**src/rtl/stopwatch_ctrl.sv**
```systemverilog
// Stopwatch control sequencer: key sync/debounce, IDLE/RUN/PAUSE/LAP mode FSM,
// count-enable prescaler, and the clear/hold/LED outputs for the BCD datapath.
module stopwatch_ctrl #(
    parameter int CLK_HZ     = 50000000,
    parameter int TICK_HZ    = 1,
    parameter int DEB_CYCLES = 1000000
) (
    input  logic       Clock,
    input  logic       Reset,
    input  logic [1:0] KEY,
    output logic       tick_en,
    output logic       clear,
    output logic       hold,
    output logic [1:0] state,
    output logic [4:0] LED
);
    localparam int TICK_DIV = CLK_HZ / TICK_HZ;
    localparam int PW       = $clog2(TICK_DIV);
    localparam int DW       = $clog2(DEB_CYCLES);
    localparam logic [PW-1:0] P_MAX   = PW'(TICK_DIV - 1);
    localparam logic [DW-1:0] DEB_MAX = DW'(DEB_CYCLES - 1);

    typedef enum logic [1:0] {
        S_IDLE  = 2'd0,
        S_RUN   = 2'd1,
        S_PAUSE = 2'd2,
        S_LAP   = 2'd3
    } state_t;

    logic [1:0]    r_sync1, r_sync2, r_deb, r_deb_prev;
    logic [DW-1:0] r_cnt [2];
    logic          w_press_s, w_press_r, w_running, w_clr;
    state_t        r_state, w_next;
    logic [PW-1:0] r_presc;
    logic          r_tick, r_clear, r_hold;
    logic [4:0]    r_led;

    // Keys idle high (released); a level is accepted only after DEB_CYCLES
    // consecutive cycles of disagreement with the current debounced level.
    always_ff @(posedge Clock) begin
        if (Reset) begin
            r_sync1    <= 2'b11;
            r_sync2    <= 2'b11;
            r_deb      <= 2'b11;
            r_deb_prev <= 2'b11;
            for (int k = 0; k < 2; k++) r_cnt[k] <= '0;
        end else begin
            r_sync1    <= KEY;
            r_sync2    <= r_sync1;
            r_deb_prev <= r_deb;
            for (int k = 0; k < 2; k++) begin
                if (r_sync2[k] == r_deb[k]) begin
                    r_cnt[k] <= '0;
                end else if (r_cnt[k] == DEB_MAX) begin
                    r_deb[k] <= r_sync2[k];
                    r_cnt[k] <= '0;
                end else begin
                    r_cnt[k] <= r_cnt[k] + 1'b1;
                end
            end
        end
    end

    assign w_press_s = r_deb_prev[0] & ~r_deb[0];
    assign w_press_r = r_deb_prev[1] & ~r_deb[1];
    assign w_running = (r_state == S_RUN) || (r_state == S_LAP);

    // Start press wins over a simultaneous reset/lap press.
    always_comb begin
        w_next = r_state;
        w_clr  = 1'b0;
        case (r_state)
            S_IDLE:  if (w_press_s) w_next = S_RUN;
                     else if (w_press_r) w_clr = 1'b1;
            S_RUN:   if (w_press_s) w_next = S_PAUSE;
                     else if (w_press_r) w_next = S_LAP;
            S_LAP:   if (w_press_s) w_next = S_PAUSE;
                     else if (w_press_r) w_next = S_RUN;
            S_PAUSE: if (w_press_s) w_next = S_RUN;
                     else if (w_press_r) begin
                         w_next = S_IDLE;
                         w_clr  = 1'b1;
                     end
            default: w_next = S_IDLE;
        endcase
    end

    // When leaving for PAUSE, w_press_s is necessarily the cause; a wrap that
    // would coincide with that edge is held at P_MAX so the second is not lost.
    always_ff @(posedge Clock) begin
        if (Reset) begin
            r_state <= S_IDLE;
            r_tick  <= 1'b0;
            r_clear <= 1'b0;
            r_hold  <= 1'b0;
            r_led   <= 5'b00001;
            r_presc <= '0;
        end else begin
            r_state    <= w_next;
            r_clear    <= w_clr;
            r_hold     <= (w_next == S_LAP);
            r_led[3:0] <= 4'b0001 << w_next;
            r_led[4]   <= r_led[4] ^ r_tick;
            r_tick     <= w_running && (r_presc == P_MAX) && !w_press_s;
            if (r_state == S_IDLE || w_next == S_IDLE) begin
                r_presc <= '0;
            end else if (w_running) begin
                if (r_presc == P_MAX) r_presc <= w_press_s ? P_MAX : '0;
                else                  r_presc <= r_presc + 1'b1;
            end
        end
    end

    assign tick_en = r_tick;
    assign clear   = r_clear;
    assign hold    = r_hold;
    assign state   = r_state;
    assign LED     = r_led;
endmodule

```
**config.mk**
```make
export PLATFORM = sky130hd
export DESIGN_NAME = stopwatch_ctrl
export DESIGN_NICKNAME = d
export VERILOG_FILES = /design/src/rtl/stopwatch_ctrl.sv
export SDC_FILE = /design/constraint.sdc
export NUM_CORES = 1
export LEC_CHECK = 0
export BUFFER_PORTS_ARGS = -buffer_cell sky130_fd_sc_hd__buf_2
export CORE_UTILIZATION = 23
export CTS_CLUSTER_SIZE = 24
export DETAILED_ROUTE_END_ITERATION = 16
export PLACE_DENSITY = 0.48
export SETUP_SLACK_MARGIN = 0.02
export SLEW_MARGIN = 20
export SYNTH_ARGS = -nofsm -noshare
export SYNTH_HDL_FRONTEND = slang
export SYNTH_SLANG_ARGS = --single-unit
```
**constraint.sdc**
```tcl
create_clock -name Clock -period 2.7 [get_ports Clock]
set_input_delay 0.135 -clock Clock [delete_from_list [all_inputs] [get_ports Clock]]
set_output_delay 0.135 -clock Clock [all_outputs]
set_load 0.01 [all_outputs]
```
==> run_results.csv <==
group,metric,value,unit
cells_and_area,layout_common_cells,"67 x nor2_1, 44 x dfxtp_1, 40 x edfxtp_1, 40 x conb_1, 32 x nand2_1",
yosys,synth-main-ff-cell,"dfxtp_1",
worst_setup_path,cp_cell_sequence,"ha_1, and4_1, nand4_2, or4_1, a21o_1, a32o_1",
power_and_ir_drop,vdd_drop_max,0.274,mV
yosys,synth.avg_cell_area,9.25,um^2
sta,final_hold_viol_count,0,
place,port_buffers,13,
sta,setup-tns-final,0,ps
power_and_ir_drop,p_sw,579,uW
global_route,grt_max_degree,29,
power_and_ir_drop,sequentialPowerShare,53.0,%
min_path,hp-class,"in -> reg",
yosys,ys_ff_latch,84,
route,remaining_drc_errors,0,
worst_setup_path,crit_path_max_incr_delay,710,ps
min_path,hp-start,"Reset",
yosys,synth_top_cell_area_share,27.7,%
worst_setup_path,cp.required,2930,ps
global_route,grt_overflow,0,
clock_tree,clockBufferDepth,2,
place,place_ws,284,ps
yosys,netlist_instances,469,
yosys,syn-cell-area,4340,um^2
yosys,yosysSeqAreaShare,48.0,%
worst_setup_path,r2r_start,"r_presc[0]",
power_and_ir_drop,p_comb_share,2.3,%
power_and_ir_drop,internal-power,2.04,mW
global_route,grt_usage,10.1,%
route,drt_first_pass_iters,6,
clock_tree,root_buffer,"clkbuf_16",
route,vias,3536,
floorplanning,die_h,139,um
yosys,ys.warnings.count,0,
sta,final_max_slew_viol_count,0,
cells_and_area,layout_commonest_cell,"nor2_1",
floorplanning,io_pins,14,
route,viasPerCell,4.70,
worst_setup_path,worstSetupStartpointType,"register",
floorplanning,initial_utilization,23.8,%
floorplanning,rows,49,
clock_tree,cts.sinks,84,
power_and_ir_drop,swShare,22.1,%
power_and_ir_drop,power,2.62,mW
sta,setup_viol,0,
sta,fin_crit_sh,90.4,%
worst_setup_path,path_max_fanout,9,
cells_and_area,drive_gt1_share,9.35,%
power_and_ir_drop,power_density,513,nW/um^2
global_route,antenna_found_initial,0,
floorplanning,die_w,139,um
sta,finClkSkew,9.24,ps
power_and_ir_drop,p_leak,1.66,nW
worst_setup_path,slowest_stage,"or4_1",
global_route,first_global_vias,3277,
floorplanning,core,18200,um^2
yosys,async_flop_share,0,%
global_route,grt_first_pass_wirelength,15.7,mm
clock_tree,clkSlewWorstSetupHoldPaths,60,ps
sta,period_minus_slack,2440,ps
clock_tree,cts_resized,0,
sta,grt_setup_unrepaired,"no",
cells_and_area,fillers,1906,
worst_setup_path,crit_family,"simple AND/OR/NAND/NOR gates",
worst_setup_path,end_kind,"register",
sta,worst_slew_pin_slew,722,ps
yosys,yosysUniqueCellTypes,51,
worst_setup_path,crit_buf_inv,0,
yosys,yosys.area.top_type,"edfxtp_1",
floorplanning,die-area,19400,um^2
yosys,synth_edf_count,40,
job,max-cap-violations,0,
cells_and_area,fin_area,5110,um^2
sta,slew_headroom,51.4,%
clock_tree,cts_max_level,3,
route,ant_nets,0,
worst_setup_path,cp.arrival,2670,ps
route,drt_iter0_drc,197,
route,routed_wl,9.43,mm
cells_and_area,syn2layout_area_growth,17.7,%
yosys,yosys-top-cells-area,"edfxtp_1 28%, dfxtp_1 20%, nor2_1 5.8%, xor2_1 5.2%, xnor2_1 4.0%",
worst_setup_path,critPathLaunch,"r_presc[0]",
cells_and_area,n_antenna_cell,0,
place,placed_area,4810,um^2
cells_and_area,nets,526,
run_status,status,"finished, final reports clean",
worst_setup_path,crit_type,"reg -> reg",
sta,worst_slack,258,ps
place,dp_hpwl,6.62,mm
clock_tree,cts_tree,"built",
sta,worst_hold_slack,185,ps
clock_tree,numCtsBuffers,9,
clock_tree,clock_latency,340,ps
place,gp_congestion,0.846,
route,post_drt_wl_per_cell,12.5,um
power_and_ir_drop,p_clk_share,44.6,%
sta,timing.fmax,0.409,GHz
-- routing by layer --
layer | track usage (%) | wire (um)
met1 | 12.6 | 4680
met2 | 16.4 | 4320
met3 | 3.10 | 277
met4 | 3.57 | 159
met5 | 0 | 0
-- through the flow --
stage / utilization (%) / instances
after CTS: 28.0 / 752
after floorplan: - / 508
final: 28.0 / 753
after global placement: 26.4 / 735
after detailed placement: 26.4 / 735
after global routing: 28.0 / 753
-- cells by family after synthesis --
| logic type | Yosys count | synth area share [%] |
|---|---|---|
| other | 1 | 0.0864 |
| XOR/XNOR | 46 | 9.29 |
| adder cells (fa/ha/maj) | 3 | 0.865 |
| buffers and inverters | 31 | 2.71 |
| AND/OR/NAND/NOR | 240 | 30.1 |
| flip-flops | 84 | 48.0 |
| AO/OA/AOI/OAI | 64 | 8.97 |
-- area by class of cell --
type | instances | area (um^2) | share of cell area (%)
sequential | 84 | 2080 | 40.8
inverter | 8 | 30.0 | 0.588
multi-input combinational | 393 | 2280 | 44.7
clock buffer | 11 | 243 | 4.75
clock inverter | 5 | 36.3 | 0.710
timing repair buffer | 23 | 145 | 2.84
tap | 229 | 287 | 5.61
-- worst register-to-register path: cells and delay by family (launching register included) --
kind | cells | cell delay [ps]
AOI/OAI and AO/OA | 2 | 470
adders and majority gates | 1 | 290
DFF | 1 | 410
and+or+nand+nor | 3 | 1170
-- power groups by stage --
stage | Sequential [mW] | Combinational [mW] | Clock (mW)
2_1_floorplan | 1.41 | 0.0483 | 0
3_5_place_dp | 1.42 | 0.0580 | 0
3_3_place_gp | 1.42 | 0.0579 | 0
4_1_cts | 1.39 | 0.0597 | 1.22
6_report | 1.39 | 0.0609 | 1.17
5_1_grt | 1.39 | 0.0709 | 1.26
-- synthesized netlist by cell type, types with 5 or more instances --
cell / count
dfxtp_1: 44
xnor2_1: 20
and4_1: 13
or2_2: 8
edfxtp_1: 40
or3_1: 5
nor4_1: 11
nand4_1: 25
inv_1: 8
nand3_1: 28
and3_1: 5
nor2b_1: 6
xor2_1: 26
o21ai_0: 23
nand2_1: 32
nor2_1: 67
clkbuf_1: 21
and2_1: 7
a21oi_1: 17
nor3_1: 11
-- final timing paths --
| path | endpoint | cells after the start | slack (ps) |
|---|---|---|---|
| hold / removal | LED[4] | 2 | 180 |
| hold reg to reg | r_sync2[1] | 1 | 420 |
| setup / recovery | r_presc[3] | 6 | 260 |
| setup reg to reg | r_presc[3] | 6 | 260 |
-- state kept, by name (all words and copies together) (netlist names) --
signal	cells
r_cnt	40
r_presc	26
LED	5
r_deb	2
r_deb_prev	2
r_sync1	2
r_sync2	2
state	2
clear	1
hold	1
tick_en	1
-- timing repair --
action,in CTS,in global routing
setup buffers,0,0
hold buffers,1,1
endpoints found under the hold margin,1,1
Power figures use the tool's default switching activity.
